### src/rtl/ifetch_pkg.sv
// Shared types and constants for the instruction-fetch front end.
package ifetch_pkg;

    // Fetch FSM: IDLE has nothing outstanding, REQ has a live request,
    // DROP has a request outstanding whose data will be thrown away.
    typedef enum logic [1:0] {
        IDLE = 2'd0,
        REQ  = 2'd1,
        DROP = 2'd2
    } ifetch_state_t;

    localparam int unsigned WORD_BYTES       = 4;
    localparam logic [31:0] DEFAULT_RESET_PC = 32'h0000_0000;

endpackage

### src/rtl/ifq_fifo.sv
// Circular prefetch queue holding {pc, instr} entries. Pointers wrap modulo
// DEPTH. When the queue is empty, the head output keeps the last head value.
module ifq_fifo #(
    parameter int unsigned WIDTH = 64,
    parameter int unsigned DEPTH = 4
) (
    input  logic                       clk_i,
    input  logic                       rst_ni,
    input  logic                       push_i,
    input  logic [WIDTH-1:0]           data_i,
    input  logic                       pop_i,
    input  logic                       flush_i,
    output logic [$clog2(DEPTH+1)-1:0] count_o,
    output logic                       valid_o,
    output logic [WIDTH-1:0]           head_o
);
    localparam int unsigned PW = $clog2(DEPTH);
    localparam int unsigned CW = $clog2(DEPTH+1);

    logic [WIDTH-1:0] mem_q [DEPTH];
    logic [PW-1:0]    wr_ptr_q;
    logic [PW-1:0]    rd_ptr_q;
    logic [CW-1:0]    count_q;
    logic [WIDTH-1:0] last_q;

    assign count_o = count_q;
    assign valid_o = (count_q != '0);
    assign head_o  = valid_o ? mem_q[rd_ptr_q] : last_q;

    // Storage, pointers and occupancy; flush empties the queue and wins over push/pop.
    always_ff @(posedge clk_i or negedge rst_ni) begin
        if (!rst_ni) begin
            for (int unsigned i = 0; i < DEPTH; i++) begin
                mem_q[i] <= '0;
            end
            wr_ptr_q <= '0;
            rd_ptr_q <= '0;
            count_q  <= '0;
            last_q   <= '0;
        end else begin
            if (valid_o) begin
                last_q <= mem_q[rd_ptr_q];
            end
            if (flush_i) begin
                wr_ptr_q <= '0;
                rd_ptr_q <= '0;
                count_q  <= '0;
            end else begin
                if (push_i) begin
                    mem_q[wr_ptr_q] <= data_i;
                    wr_ptr_q        <= wr_ptr_q + PW'(1);
                end
                if (pop_i) begin
                    rd_ptr_q <= rd_ptr_q + PW'(1);
                end
                count_q <= count_q + CW'(push_i) - CW'(pop_i);
            end
        end
    end

endmodule

### src/rtl/ifetch_buffer.sv
// Instruction-fetch front end: owns the fetch PC, issues one request at a
// time to instruction memory and queues returned words with their PCs.
module ifetch_buffer
    import ifetch_pkg::*;
#(
    parameter int unsigned DEPTH    = 4,
    parameter logic [31:0] RESET_PC = DEFAULT_RESET_PC
) (
    input  logic        clk,
    input  logic        reset,
    output logic        imem_req,
    output logic [31:0] imem_addr,
    input  logic        imem_ack,
    input  logic [31:0] imem_rdata,
    input  logic        redirect,
    input  logic [31:0] redirect_pc,
    output logic        instr_valid,
    output logic [31:0] instr,
    output logic [31:0] instr_pc,
    input  logic        instr_ready
);
    localparam int unsigned CW      = $clog2(DEPTH+1);
    localparam logic [CW-1:0] FULL  = CW'(DEPTH);

    ifetch_state_t state_q, state_d;
    logic [31:0]   fpc_q, fpc_d;
    logic [31:0]   drop_addr_q, drop_addr_d;

    logic [CW-1:0] fifo_count;
    logic [CW-1:0] count_next;
    logic [63:0]   fifo_head;
    logic          fifo_valid;
    logic          push;
    logic          pop;
    logic [31:0]   redirect_pc_al;
    logic          unused_redirect_lsbs;

    assign redirect_pc_al       = {redirect_pc[31:2], 2'b00};
    assign unused_redirect_lsbs = ^redirect_pc[1:0];

    // A redirect discards any same-cycle push and turns a pop into a no-op.
    assign push       = (state_q == REQ) && imem_ack && !redirect;
    assign pop        = fifo_valid && instr_ready && !redirect;
    assign count_next = redirect ? '0 : (fifo_count + CW'(push) - CW'(pop));

    assign imem_req    = (state_q != IDLE);
    // DROP must keep presenting the abandoned address while fpc already holds the redirect target.
    assign imem_addr   = (state_q == DROP) ? drop_addr_q : fpc_q;
    assign instr_valid = fifo_valid;
    assign instr_pc    = fifo_head[63:32];
    assign instr       = fifo_head[31:0];

    // Fetch FSM state, fetch PC and held address of a dropped request.
    always_ff @(posedge clk or negedge reset) begin
        if (!reset) begin
            state_q     <= IDLE;
            fpc_q       <= RESET_PC;
            drop_addr_q <= RESET_PC;
        end else begin
            state_q     <= state_d;
            fpc_q       <= fpc_d;
            drop_addr_q <= drop_addr_d;
        end
    end

    // Next-state and fetch-PC update.
    always_comb begin
        state_d     = state_q;
        fpc_d       = fpc_q;
        drop_addr_d = drop_addr_q;
        case (state_q)
            IDLE: begin
                if (redirect) begin
                    fpc_d   = redirect_pc_al;
                    state_d = REQ;
                end else if (count_next < FULL) begin
                    state_d = REQ;
                end
            end
            REQ: begin
                if (redirect) begin
                    fpc_d = redirect_pc_al;
                    if (!imem_ack) begin
                        state_d     = DROP;
                        drop_addr_d = fpc_q;
                    end
                end else if (imem_ack) begin
                    fpc_d = fpc_q + 32'(WORD_BYTES);
                    if (count_next >= FULL) begin
                        state_d = IDLE;
                    end
                end
            end
            DROP: begin
                if (redirect) begin
                    fpc_d = redirect_pc_al;
                end
                if (imem_ack) begin
                    state_d = REQ;
                end
            end
            default: begin
                state_d = IDLE;
            end
        endcase
    end

    ifq_fifo #(
        .WIDTH(64),
        .DEPTH(DEPTH)
    ) u_fifo (
        .clk_i  (clk),
        .rst_ni (reset),
        .push_i (push),
        .data_i ({fpc_q, imem_rdata}),
        .pop_i  (pop),
        .flush_i(redirect),
        .count_o(fifo_count),
        .valid_o(fifo_valid),
        .head_o (fifo_head)
    );

endmodule

### config.mk
export PLATFORM = sky130hd
export DESIGN_NAME = ifetch_buffer
export DESIGN_NICKNAME = d
export VERILOG_FILES = /design/src/rtl/ifetch_pkg.sv /design/src/rtl/ifq_fifo.sv /design/src/rtl/ifetch_buffer.sv
export SDC_FILE = /design/constraint.sdc
export NUM_CORES = 1
export LEC_CHECK = 0
export BUFFER_PORTS_ARGS = -buffer_cell sky130_fd_sc_hd__buf_2
export CORE_MARGIN = 2
export CORE_UTILIZATION = 45
export CTS_CLUSTER_DIAMETER = 60
export CTS_CLUSTER_SIZE = 20
export DETAILED_ROUTE_END_ITERATION = 7
export PLACE_DENSITY = 0.63
export SKIP_CTS_REPAIR_TIMING = 1
export SLEW_MARGIN = 0
export SYNTH_ARGS = -nofsm -noshare
export SYNTH_HDL_FRONTEND = slang
export SYNTH_HIERARCHICAL = 1
export SYNTH_SLANG_ARGS = --single-unit
### constraint.sdc
create_clock -name clk -period 3 [get_ports clk]
set_input_delay 0.9 -clock clk [delete_from_list [all_inputs] [get_ports clk]]
set_output_delay 0.9 -clock clk [all_outputs]
set_load 0.02 [all_outputs]
== Word-level counts from Yosys, hierarchy flattened ==
Index checks and enable logic that the tools add are counted.
Word-level totals
  bits in registers: 393
  input port bits: 69
  output and inout bits: 98
  logic and storage cells: 75
Cells by class
  add/subtract/negate cells: 5
  order comparisons: 5
  equal/unequal tests: 8
  muxes and demuxes: 25
  bitwise operators: 4
  reductions and logical operators: 17
Operators with widths (count)
  $bwmux 256: 1
  $mux 64: 4
  $bmux 64 s2: 1
  $demux 64 s2: 1
  $mux 32: 4
  $pmux 32 s2: 1
  $add 32x3->32 const B: 1
  $mux 2: 11
  $ge 3x3->1 const B: 3
  $ne 3x3->1 const B: 3
  $reduce_bool 2->1: 4
  $not 2->3: 2
  $pmux 2 s3: 1
  $reduce_and 3->1: 2
  $logic_and 1x1->1: 5
  $reduce_and 5->1: 1
  $add 2x1->2 const B: 2
  $add 3x1->3: 1
  $lt 3x1->1 const B: 1
  $lt 3x3->1 const B: 1
  $mux 3: 1
  $ne 3x2->1 const B: 1
  $reduce_bool 3->1: 1
  $sub 3x1->3: 1
  other kinds (9): 10

== Depth between registers and ports, before layout ==
  depth after elaboration: 11
  depth in mapped cells: 11
  gate-level depth less buffers: 9

== Hierarchy ==
The synthesis kept the hierarchy.
Modules (own cells, without submodules)
  ifq_fifo: times used 1, cells an instance 793, area an instance 13939.6 µm², sequential area each 8182.8 µm²
  ifetch_buffer: times used 1, cells an instance 377, area an instance 3575.9 µm², sequential area each 1551.5 µm²

== Worst setup path after synthesis ==
No wires, ideal clock.
  kind: reg-to-reg
  start point: register u_fifo.count_q[1] (netlist: u_fifo/count_o[1])
  end point: register u_fifo.count_q[2] (netlist: u_fifo/count_o[2])
  setup time: 130 ps
  data arrival time: 2555 ps
  required time: 2870 ps
  slack: 315 ps
  stages on the path, launching flop included: 12
  path buffers: 2
  period minus slack after synthesis: 2685 ps
  cell sequence: dfrtp_1 or3_1 buf_2 buf_2 and3_1 ha_1 inv_1 ha_1 inv_1 fa_1 xnor3_1 nor2_1
Between the ends
  word-level cells in the longest chain between the ends: 5
  elaborated cells on any way between the ends: 6
  those cells by class: 2 x add/sub; 1 x mux; 3 x reduce/logical
Ends and longest elaborated chain
  start: declaration: RTL line ifq_fifo.sv:23  | logic [CW-1:0] count_q;
  start signal: assignment: RTL line ifq_fifo.sv:56  | count_q <= count_q + CW'(push_i) - CW'(pop_i);
  $reduce_bool 3->1: RTL line ifq_fifo.sv:27  | assign valid_o = (count_q != '0);
  net instr_valid: RTL line ifetch_buffer.sv:17  | output logic instr_valid,
  $logic_and 1x1->1 (2 in a row): RTL line ifetch_buffer.sv:43  | assign pop = fifo_valid && instr_ready && !redirect;
  net pop: RTL line ifetch_buffer.sv:34  | logic pop;
  $sub 3x1->3: RTL line ifq_fifo.sv:56
  $mux 3: RTL line ifq_fifo.sv:44  | if (flush_i) begin
The timed path passes the listed nets, and every way through them passes these cells.
A chain may end at the register's enable or synchronous reset.

== Final worst setup path ==
  start point: register u_fifo.rd_ptr_q[0]
  end point: output port instr[18]
Between the ends
  word-level cells in the longest chain between the ends: 5
Ends and longest elaborated chain
  start: declaration: RTL line ifq_fifo.sv:22  | logic [PW-1:0] rd_ptr_q;
  start signal: assignment: RTL line ifq_fifo.sv:54  | rd_ptr_q <= rd_ptr_q + PW'(1);
  $not 2->3 (implied by the code): RTL line ifq_fifo.sv:28  | assign head_o = valid_o ? mem_q[rd_ptr_q] : last_q;
  $bmux 64 s2: RTL line ifq_fifo.sv:28
  $mux 64 (implied by the code) (2 in a row): RTL line ifq_fifo.sv:28
  $mux 64: RTL line ifq_fifo.sv:28
  end: declaration: RTL line ifetch_buffer.sv:18  | output logic [31:0] instr,
Every way passes these cells. The select of a mux whose other input is x is not followed.

==> results by group <==
CTS
  – H-tree depth: 2
  – Worst-Skew Late Latency: 0.56 ns
  – Clk pin slew, worst setup/hold paths: 0.08 ns
  – Max clock buf depth: 3
  – Num Clock Sinks: 389
  – Root Driver: clkbuf_16
  – CTS tree: built
  – Total CTS buffers: 36

Route
  – # DRC: 0
  – Drt via density: 5.560
  – Drt first pass iters: 5
  – Routed wire length: 41.05 mm
  – DR iter-0 viols: 423
  – Vias: 10720
  – Antenna Nets Post-Route: 0
  – Routed wire per std cell: 21.29 µm

Outcome
  – Failing checks: setup timing
  – Status: complete, but fails checks

Hold path
  – Hold Path Class: input pin to async pin

Global routing
  – Grt ovf: 0
  – First-pass GRT wire length: 63.98 mm
  – Number of global-route vias before repair: 11010
  – Antenna violations before repair: 0
  – Gr usage total: 0.2011
  – Pin count of the biggest net entering global routing: 75

Floorplanning
  – Number of I/O pins: 167
  – Die width: 201.3 µm
  – Initial core utilization: 0.4543
  – # rows: 72
  – Core Area: 0.03856 mm²
  – Die ar.: 0.04052 mm²
  – Die height: 201.3 µm

Place
  – Port buffer count: 162
  – Placed insts: 1828
  – Final Wtd Congestion: 0.7837
  – DP Wirelength: 25.08 mm
  – Dpl cell area: 0.01916 mm²

Yosys
  – Synth Instances: 1170
  – Largest family of logic cells by synthesized area: multiplexers
  – Synth Area in XOR/XNOR: 0.003286
  – Synth Cell Area: 0.01752 mm²
  – Post-synthesis simple-gate area fraction: 0.03843
  – YS warnings: 6
  – Count of flip-flops with a built-in enable after synthesis: 0
  – Avg Cell Area, Syn: 14.97 µm²
  – Async set or reset register ratio after synthesis: 1.000
  – Sequential share of the synthesized area: 0.5558
  – Synth unique cells: 55
  – Adder-Cell Fraction of Synth Area: 0.007572
  – FF+latch count, synth: 389
  – Top FF cell, synth: dfrtp_1
  – Post-synthesis mux area share: 0.3301
  – Synth Area in Compound Gates: 0.03300

STA
  – Worst Slack Setup Final: -0.1932 ns
  – Fmax: 313.2 MHz
  – # setup viols final: 64
  – RSZ-0062 raised after global routing: yes
  – Final Hold Viols: 0
  – Worst-Margin Slew: 0.7588 ns
  – Fin crit share: 1.064
  – Slew Limit Fails: 0
  – Skew final: 0.02387 ns
  – Max-slew headroom: 0.4941
  – Shortest period the worst path allows: 3.193 ns

Critical path
  – Setup crit end kind: output pin
  – Setup CP Type: flop to output pin
  – Critical path data required time: 2.10 ns
  – CP Launch Type: flop
  – CP Max Fanout: 8
  – Worst Path Arrival: 2.29 ns

Power and ir drop
  – Max VDD drop: 0.5987 mV
  – Pwr Density: 1060 mW/mm²
  – Leakage: 9.806 nW

Layout
  – Number of diodes: 0
  – Share of post-route cells with drive strength above 1: 0.5447
  – Final #Nets: 1464
  – Finished Layout Cells: 1928
  – Most frequent cells in the layout: dfrtp_1, mux2_2, buf_2
  – Most common cell after layout, fill and taps aside: dfrtp_1
  – Finished Cell Area: 0.02111 mm²
  – P&R area growth vs syn: 20.54%

Flow run
  – Max cap viols: 0
[final timing paths]
check / slack, ns / cells past startpoint / end / from
max: -0.19 / 5 / instr[18] / u_fifo/rd_ptr_q[0]
min: 0.30 / 1 / u_fifo/last_q[19] / reset
max reg2reg: 0.51 / 9 / u_fifo/count_o[2] / u_fifo/count_o[0]
min reg2reg: 0.50 / 1 / u_fifo/last_q[56] / u_fifo/last_q[56]
max in group asynchronous: 1.82 / 2 / u_fifo/mem_q[46] / reset
min in group clk: 0.50 / 1 / u_fifo/last_q[56] / u_fifo/last_q[56]
[critical path, cell delays in order, from the launching register on]
cell and delay (ns):
dfrtp_4 0.44, buf_12 0.18, buf_6 0.16, mux4_2 0.49, mux2_2 0.29, buf_2 0.16
[metrics by stage]
step / hold slack, ns / utilization / power, mW / worst slack [ns] / setup TNS [ns]
6_report: 0.2957 / 0.5476 / 22.38 / -0.1932 / -10.36
5_1_grt: 0.3327 / 0.5476 / 23.61 / -0.2638 / -14.51
3_5_place_dp: 0.4743 / 0.4970 / 16.36 / 0.1347 / 0
2_1_floorplan: 0.4738 / - / 13.67 / 0.3148 / 0
3_3_place_gp: 0.4728 / 0.4970 / 16.17 / 0.1551 / 0
4_1_cts: 0.3096 / 0.5292 / 21.32 / -0.4779 / -25.74
[power breakdown]
part | total [mW] | switching [mW] | internal (mW)
clock network | 4.85 | 2.19 | 2.66
logic | 9.45 | 4.47 | 4.98
registers | 8.08 | 1.09 | 6.99
[flip-flops by register name, indices dropped and copies added, names as in the netlist]
signal / flops
u_fifo/last_q: 64
u_fifo/wr_ptr_q: 2
u_fifo/mem_q: 256
fpc_q: 30
u_fifo/rd_ptr_q: 2
u_fifo/count_o: 3
state_q: 2
drop_addr_q: 30
[cell usage after synthesis, drive strengths merged (10+ instances only)]
library cell | number | share of area
nor2 | 31 | 0.0066
a21oi | 29 | 0.0083
inv | 15 | 0.0032
buf | 55 | 0.022
nand2 | 34 | 0.0073
mux4 | 64 | 0.082
mux2 | 375 | 0.25
dfrtp | 389 | 0.56
clkbuf | 28 | 0.0060
nand3 | 18 | 0.0054
o21ai | 24 | 0.0069
o22ai | 10 | 0.0036
[cell families after synthesis]
group | Yosys count
other cells | 1
mux | 441
buf+inv | 98
xor+xnor | 5
fa+ha+maj | 10
flops | 389
compound gates | 94
simple gates | 132
[final cells by class]
type / instances / area (µm²)
timing repair buffer: 250 / 2063
clock buffer: 40 / 967.2
multi-input combinational: 693 / 7363
clock inverter: 23 / 274.0
fill: 3309 / 17440
inverter: 15 / 56.30
tap: 518 / 648.1
sequential: 389 / 9741
[layer usage]
metal / wire (µm) / GRT usage / up-vias
met5: 0 / 0 / -
met4: 892 / 0.06145 / 0
met3: 1971 / 0.03369 / 56
met2: 19130 / 0.3156 / 275
met1: 19060 / 0.2887 / 5632
li1: - / - / 4757
Note: power is estimated with default switching activity, not from simulation.
